<file path="config.mk">
export PLATFORM = sky130hd
export DESIGN_NAME = bit_serial_alu_ctrl
export DESIGN_NICKNAME = d
export VERILOG_FILES = /design/src/rtl/bit_serial_alu_ctrl_pkg.sv /design/src/rtl/bit_serial_alu_ctrl_piso.sv /design/src/rtl/bit_serial_alu_ctrl.sv
export SDC_FILE = /design/constraint.sdc
export NUM_CORES = 1
export LEC_CHECK = 0
export ABC_CLOCK_PERIOD_IN_PS = 2000
export CORE_UTILIZATION = 35
export CTS_CLUSTER_SIZE = 20
export DETAILED_ROUTE_END_ITERATION = 8
export HOLD_SLACK_MARGIN = 0.06
export SLEW_MARGIN = 20
export SYNTH_ARGS = -nofsm -noshare
export SYNTH_HDL_FRONTEND = slang
export SYNTH_SLANG_ARGS = --single-unit
</file>
<file path="constraint.sdc">
create_clock -name clk_i -period 2 [get_ports clk_i]
set_input_delay 0.5 -clock clk_i [delete_from_list [all_inputs] [get_ports clk_i]]
set_output_delay 0.5 -clock clk_i [all_outputs]
set_load 0.05 [all_outputs]
</file>
<file path="src/rtl/bit_serial_alu_ctrl_pkg.sv">
// Shared constants for the bit-serial ALU sequencer: mux width, operation
// codes matching the datapath multiplexer, and the FSM state encoding.
package bit_serial_alu_ctrl_pkg;

  localparam int MUX_WIDTH = 3;

  localparam logic [MUX_WIDTH-1:0] OP_AND = 3'b000;
  localparam logic [MUX_WIDTH-1:0] OP_OR  = 3'b001;
  localparam logic [MUX_WIDTH-1:0] OP_XOR = 3'b010;
  localparam logic [MUX_WIDTH-1:0] OP_ADD = 3'b011;
  localparam logic [MUX_WIDTH-1:0] OP_SUB = 3'b100;

  typedef enum logic [1:0] {
    ST_IDLE  = 2'd0,
    ST_SHIFT = 2'd1,
    ST_DONE  = 2'd2
  } state_e;

  // Unassigned codes fall back to AND so the mux never sees them.
  function automatic logic [MUX_WIDTH-1:0] legal_op(input logic [MUX_WIDTH-1:0] op);
    return (op > OP_SUB) ? OP_AND : op;
  endfunction

  function automatic logic is_arith(input logic [MUX_WIDTH-1:0] op);
    return (op == OP_ADD) || (op == OP_SUB);
  endfunction

endpackage

</file>
<file path="src/rtl/bit_serial_alu_ctrl_piso.sv">
// Parallel-load, shift-right, serial-out register feeding one operand
// LSB-first into the 1-bit datapath.
module piso_shift_reg #(
  parameter int WIDTH = 8
) (
  input  logic             clk_i,
  input  logic             load_i,
  input  logic             shift_i,
  input  logic [WIDTH-1:0] data_i,
  output logic             bit_o
);

  logic [WIDTH-1:0] data_q;

  always_ff @(posedge clk_i) begin
    if (load_i) begin
      data_q <= data_i;
    end else if (shift_i) begin
      data_q <= {1'b0, data_q[WIDTH-1:1]};
    end
  end

  assign bit_o = data_q[0];

endmodule

</file>
<file path="src/rtl/bit_serial_alu_ctrl.sv">
// Sequencer for the 1-bit ALU datapath: streams operands LSB-first, carries
// the carry/borrow between slices and reassembles the WIDTH-bit result.
module bit_serial_alu_ctrl
  import bit_serial_alu_ctrl_pkg::*;
#(
  parameter int WIDTH = 8
) (
  input  logic                 clk_i,
  input  logic                 rst_ni,
  input  logic                 start_i,
  input  logic [MUX_WIDTH-1:0] op_i,
  input  logic [WIDTH-1:0]     a_i,
  input  logic [WIDTH-1:0]     b_i,
  output logic                 busy_o,
  output logic                 done_o,
  output logic [WIDTH-1:0]     result_o,
  output logic                 carry_o,
  output logic [MUX_WIDTH-1:0] f_o,
  output logic                 a_bit_o,
  output logic                 b_bit_o,
  output logic                 carry_bit_o,
  input  logic                 result_bit_i,
  input  logic                 carry_bit_i
);

  localparam int CNT_W = (WIDTH > 2) ? $clog2(WIDTH) : 1;
  localparam logic [CNT_W-1:0] LAST_CNT = CNT_W'(WIDTH - 1);

  state_e               state_q, state_d;
  logic [CNT_W-1:0]     cnt_q;
  logic [MUX_WIDTH-1:0] op_q;
  logic                 carry_q;
  logic [WIDTH-2:0]     res_sh_q;
  logic [WIDTH-1:0]     result_q;
  logic                 carry_out_q;

  logic             load;
  logic             shifting;
  logic             last_bit;
  logic             carry_nxt;
  logic             a_sh_bit;
  logic             b_sh_bit;
  logic [WIDTH-1:0] res_shifted;

  assign load        = start_i && ((state_q == ST_IDLE) || (state_q == ST_DONE));
  assign shifting    = (state_q == ST_SHIFT);
  assign last_bit    = shifting && (cnt_q == LAST_CNT);
  assign carry_nxt   = is_arith(op_q) ? carry_bit_i : 1'b0;
  // On the final slice this is the complete result, including the current bit.
  assign res_shifted = {result_bit_i, res_sh_q};

  piso_shift_reg #(.WIDTH(WIDTH)) u_a_sh (
    .clk_i  (clk_i),
    .load_i (load),
    .shift_i(shifting),
    .data_i (a_i),
    .bit_o  (a_sh_bit)
  );

  piso_shift_reg #(.WIDTH(WIDTH)) u_b_sh (
    .clk_i  (clk_i),
    .load_i (load),
    .shift_i(shifting),
    .data_i (b_i),
    .bit_o  (b_sh_bit)
  );

  always_ff @(posedge clk_i or negedge rst_ni) begin
    if (!rst_ni) begin
      state_q <= ST_IDLE;
    end else begin
      state_q <= state_d;
    end
  end

  always_comb begin
    state_d = state_q;
    case (state_q)
      ST_IDLE:  if (start_i) state_d = ST_SHIFT;
      ST_SHIFT: if (last_bit) state_d = ST_DONE;
      ST_DONE:  state_d = start_i ? ST_SHIFT : ST_IDLE;
      default:  state_d = ST_IDLE;
    endcase
  end

  always_comb begin
    busy_o      = shifting;
    done_o      = (state_q == ST_DONE);
    a_bit_o     = shifting ? a_sh_bit : 1'b0;
    b_bit_o     = shifting ? b_sh_bit : 1'b0;
    carry_bit_o = shifting ? carry_q  : 1'b0;
    f_o         = op_q;
    result_o    = result_q;
    carry_o     = carry_out_q;
  end

  always_ff @(posedge clk_i or negedge rst_ni) begin
    if (!rst_ni) begin
      cnt_q       <= '0;
      op_q        <= OP_AND;
      carry_q     <= 1'b0;
      result_q    <= '0;
      carry_out_q <= 1'b0;
    end else if (load) begin
      cnt_q   <= '0;
      op_q    <= legal_op(op_i);
      carry_q <= 1'b0;
    end else if (shifting) begin
      cnt_q   <= cnt_q + CNT_W'(1);
      carry_q <= carry_nxt;
      if (last_bit) begin
        result_q    <= res_shifted;
        carry_out_q <= carry_nxt;
      end
    end
  end

  always_ff @(posedge clk_i) begin
    if (shifting) begin
      res_sh_q <= res_shifted[WIDTH-1:1];
    end
  end

endmodule

</file>
Yosys cells after proc, flatten, opt, wreduce, memory -nomap -nowiden:

Cells that the tools add are included.
Widths: inputs -> output; s select.

* output and inout bits: 17
* word-level logic and storage cells: 44
* register bits: 41

* bitwise gates (word level): 1
* muxes and demuxes: 17
* reductions and logical operators: 8
* order comparisons: 1
* equal/unequal tests: 7
* add/subtract/negate cells: 1

Operators with widths (count)
* $mux 8: 4
* $mux 3: 3
* $mux 1: 7
* $eq 3x3->1 const B: 2
* $pmux 2 s3: 1
* $mux 2: 2
* $add 3x1->3 const B: 1
* $eq 3x2->1 const B: 1
* $gt 3x3->1 const B: 1
* $reduce_and 3->1: 1
* $eq 2x1->1 const B: 1
* $eq 2x2->1 const B: 1
* $logic_and 1x1->1: 2
* $logic_not 2->1: 1
* $logic_or 1x1->1: 2
* $ne 2x1->1 const B: 1
* $ne 2x2->1 const B: 1
* $reduce_and 2->1: 1
* $reduce_bool 2->1: 1
* $not 1->1: 1

Logic depth before layout (Yosys ltp):

* depth after elaboration: 5
* gate-level depth with buffers: 5

Hierarchy:

From an unflattened synthesis, not the netlist that was laid out.

* cells, all modules: 103
* area total of the unflattened synthesis: 1771.7 um^2

Modules (own cells, without submodules)
* bit_serial_alu_ctrl: cells each 67, instances 1, area each 1031.0 um^2, sequential area each 660.6 um^2
* piso_shift_reg: cells each 18, instances 2, area each 370.4 um^2, sequential area each 240.2 um^2

Least setup slack after synthesis:

OpenSTA, ideal clock, no wires.

* path type: register -> output
* start: register state_q[1]
* end: output a_bit_o
* path buffers: 0
* stages on the path, launching flop included: 4
* data required time: 1.500 ns
* data arrival time: 1.134 ns
* slack: 0.366 ns
* cells stage by stage: dfrtp_1 -> nand2b_4 -> clkinv_4 -> and2_1

* longest elaborated chain between the ends: 2

Ends and longest elaborated chain
* from (decl): RTL line bit_serial_alu_ctrl.sv:29 `state_e state_q, state_d;`
* from (signal assigned): RTL line bit_serial_alu_ctrl.sv:72 `state_q <= state_d;`
* $eq 2x1->1: RTL line bit_serial_alu_ctrl.sv:46 `assign shifting = (state_q == ST_SHIFT);`
* via busy_o: RTL line bit_serial_alu_ctrl.sv:14 `output logic busy_o,`
* $mux 1: RTL line bit_serial_alu_ctrl.sv:89 `a_bit_o = shifting ? a_sh_bit : 1'b0;`
* to (decl): RTL line bit_serial_alu_ctrl.sv:19 `output logic a_bit_o,`

The timed path passes the listed nets, and every way through them passes these cells.

Worst setup path in the final report:

* start: register result_q[6] (netlist: result_o[6])
* end: output result_o[6]

RTL lines
* from (decl): RTL line bit_serial_alu_ctrl.sv:34 `logic [WIDTH-1:0] result_q;`
* from (signal assigned): RTL line bit_serial_alu_ctrl.sv:112 `result_q <= res_shifted;`
* to (decl): RTL line bit_serial_alu_ctrl.sv:16 `output logic [WIDTH-1:0] result_o,`

No word-level cell between the ends.

==> results.py <==
metrics = {
    "clock_tree": {
        "clk_latency_ps": 290,
        "cts-root-buf": "clkbuf_8",
        "clock_path_buffers": 2,
        "path_clk_slew_ps": 70,
        "h-tree-depth": 2,
        "postCtsHoldBufs": 0,
        "cts_buffers": 5,
        "cts_tree": "yes",
        "cts-resized-gates": 0,
        "cts_sinks": 41,
        "cts_setup_buffers": 0,
    },
    "setup_path": {
        "crit_arrival_ps": 1450,
        "cp.buffers_inverters": 1,
        "cpPeakStageDelay_ps": 810,
        "rr_worst_depth": 4,
        "path_class": "reg -> out",
        "rrSetupSlack_ps": 550,
        "reg2reg_to": "result_o[0]$_DFFE_PN0P_",
        "end_kind": "primary output",
        "critPathRequiredTime_ps": 1500,
        "path_cells": "clkdlybuf4s50_1",
        "cp_top_family": "buffers and inverters",
        "critPathLaunchType": "flop",
        "crit_fanout": 2,
        "slowest_stage": "clkdlybuf4s50_1",
        "reg2reg_from": "cnt_q[0]$_DFFE_PN0P_",
    },
    "power": {
        "finalPower_mw": 3.99,
        "power_density_nw_per_um2": 1740,
        "p_leak_nw": 1.03,
        "ir_worst_vdd_uv": 572,
    },
    "routing": {
        "drt_iter0_markers": 80,
        "route.detailed.drc": 4,
        "detailedRoute.firstPassIterationCount": 6,
        "wl_per_cell_um": 13.1,
        "vias": 1093,
        "routed_wl_mm": 3.02,
        "ant_nets": 0,
        "viasPerCell": 4.75,
    },
    "logic_synthesis": {
        "synth_nets": 156,
        "avgSynthCellArea_um2": 12.9,
        "synth_cell_type_count": 22,
        "syn_area_um2": 1680,
        "synthCells": 130,
        "yosysWarnings": 0,
        "ys_seq_area_frac": 0.680,
        "ys_ff_latch": 41,
    },
    "layout": {
        "drive_above_1_share": 0.180,
        "syn_to_final_growth_pct": 36.1,
        "antenna_cells": 0,
        "final_util": 0.511,
        "layout.nets": 203,
        "final_cell_mix": "nand2_1, clkdlybuf4s50_1, edfxtp_1, dfrtp_1",
        "layout_commonest_cell": "nand2_1",
        "n_fill_cell": 403,
    },
    "floorplan": {
        "num_rows": 24,
        "start_util": 0.375,
        "die_x_um": 71.3,
        "die_h_um": 71.3,
        "core_area_um2": 4470,
        "die_area_um2": 5080,
        "pin_count": 41,
    },
    "grt": {
        "first_global_vias": 1134,
        "grt_pass1_wl_mm": 5.11,
        "grt.overflow.total": 0,
        "grt_max_degree": 21,
        "antenna_found_initial": 0,
        "track_usage": 0.132,
    },
    "timing": {
        "drv_slew": 0,
        "clock.fmax_mhz": 512,
        "slew_headroom": 0.670,
        "worst_slack_ps": 46.6,
        "setup_viol": 0,
        "finalHoldViolCount": 0,
        "tightest_slew_ps": 493,
        "finalCritPeriodShare": 0.977,
        "rsz0062_at_grt": "no",
        "tns_ps": 0,
        "period_needed_ps": 1950,
        "clock_skew_ps": 6.64,
    },
    "placed_design": {
        "dp_hpwl_mm": 2.20,
        "port_buffers": 40,
        "place_ws_ps": 175,
        "gp_congestion": 0.760,
    },
    "min_path": {
        "min_path_cells": 0,
        "worstHoldEndpoint": "res_sh_q[0]$_DFFE_PN_",
        "hp-start": "res_sh_q[1]$_DFFE_PN_",
        "hold_class": "reg -> reg",
    },
    "job": {
        "maxCapViolCount": 0,
    },
    "outcome": {
        "failed_checks": "DRC",
        "outcome": "finished with violations",
    },
}
-- worst max-delay path by stage --
stage | startpoint | end | slack, ps | depth (start not counted)
after floorplan | state_q[1]$_DFFE_PN0P_ | a_bit_o | 370 | 3
after global placement | start_i | u_a_sh.data_q[3]$_DFFE_PP_ | 190 | 5
after detailed placement | start_i | u_a_sh.data_q[6]$_DFFE_PP_ | 170 | 5
after CTS | result_o[6]$_DFFE_PN0P_ | result_o[6] | 20 | 1
after global routing | result_o[3]$_DFFE_PN0P_ | result_o[3] | 6 | 1
final | result_o[6]$_DFFE_PN0P_ | result_o[6] | 50 | 1
-- per-layer routing --
layer / wire length (µm) / GRT usage / up-vias
met4: 20 / 0.0400 / 0
met3: 160 / 0.0394 / 2
met2: 1610 / 0.237 / 32
li1: - / - / 532
met1: 1240 / 0.153 / 527
met5: 0 / 0 / -
-- state kept, by name (all words and copies together), names as in the netlist --
register,count
carry_q,1
result_o,8
state_q,2
carry_o,1
cnt_q,3
u_b_sh.data_q,8
f_o,3
res_sh_q,7
u_a_sh.data_q,8
-- kinds of logic (layout without fill, tap and decap cells) --
family                   Yosys count  count (layout)  share of synthesized area
AND/OR/NAND/NOR                   64              64                      0.176
flip-flops                        41              41                      0.680
adder cells (fa/ha/maj)            2               2                     0.0149
multiplexers                       8               8                     0.0715
AO/OA/AOI/OAI                      8               8                     0.0365
buffers and inverters              7              55                     0.0216
-- cell type report --
class                           count  area, µm²  area share
Timing Repair Buffer               44        480       0.210
Clock inverter                      3       12.5     0.00547
Tap cell                           52       65.1      0.0285
Multi-Input combinational cell     82        502       0.219
Sequential cell                    41       1140       0.499
Inverter                            3       16.3     0.00712
Clock buffer                        5       68.8      0.0301
-- cell usage after synthesis --
| cell type | n | share of area |
|---|---|---|
| a22o_1 | 4 | 0.021 |
| a32o_1 | 1 | 0.0060 |
| and2_1 | 5 | 0.019 |
| and3_1 | 1 | 0.0037 |
| buf_2 | 4 | 0.012 |
| clkinv_4 | 1 | 0.0052 |
| dfrtp_1 | 18 | 0.27 |
| edfxtp_1 | 23 | 0.41 |
| ha_1 | 2 | 0.015 |
| inv_1 | 2 | 0.0045 |
| mux2_4 | 8 | 0.072 |
| nand2_1 | 47 | 0.11 |
| nand2_4 | 1 | 0.0067 |
| nand2b_1 | 2 | 0.0075 |
| nand2b_4 | 1 | 0.0082 |
| nand3_1 | 1 | 0.0030 |
| nand3b_1 | 2 | 0.0089 |
| nor2_2 | 1 | 0.0037 |
| nor2b_1 | 2 | 0.0075 |
| nor3_1 | 1 | 0.0030 |
| o21ai_0 | 2 | 0.0060 |
| o22ai_1 | 1 | 0.0037 |
-- report_power, final --
part | internal [mW] | switching [mW]
Combinational | 0.759 | 1.09
Sequential | 1.43 | 0.199
Clock | 0.235 | 0.266
-- metrics by stage --
step | std cells | instance area [µm²] | hold WS [ps]
final | 230 | 2290 | 463
after global routing | 230 | 2290 | 473
after CTS | 230 | 2290 | 470
after detailed placement | 222 | 2200 | 446
after global placement | 222 | 2200 | 436
after floorplan | 130 | 1680 | 204
(Power assumes the default switching activity.)
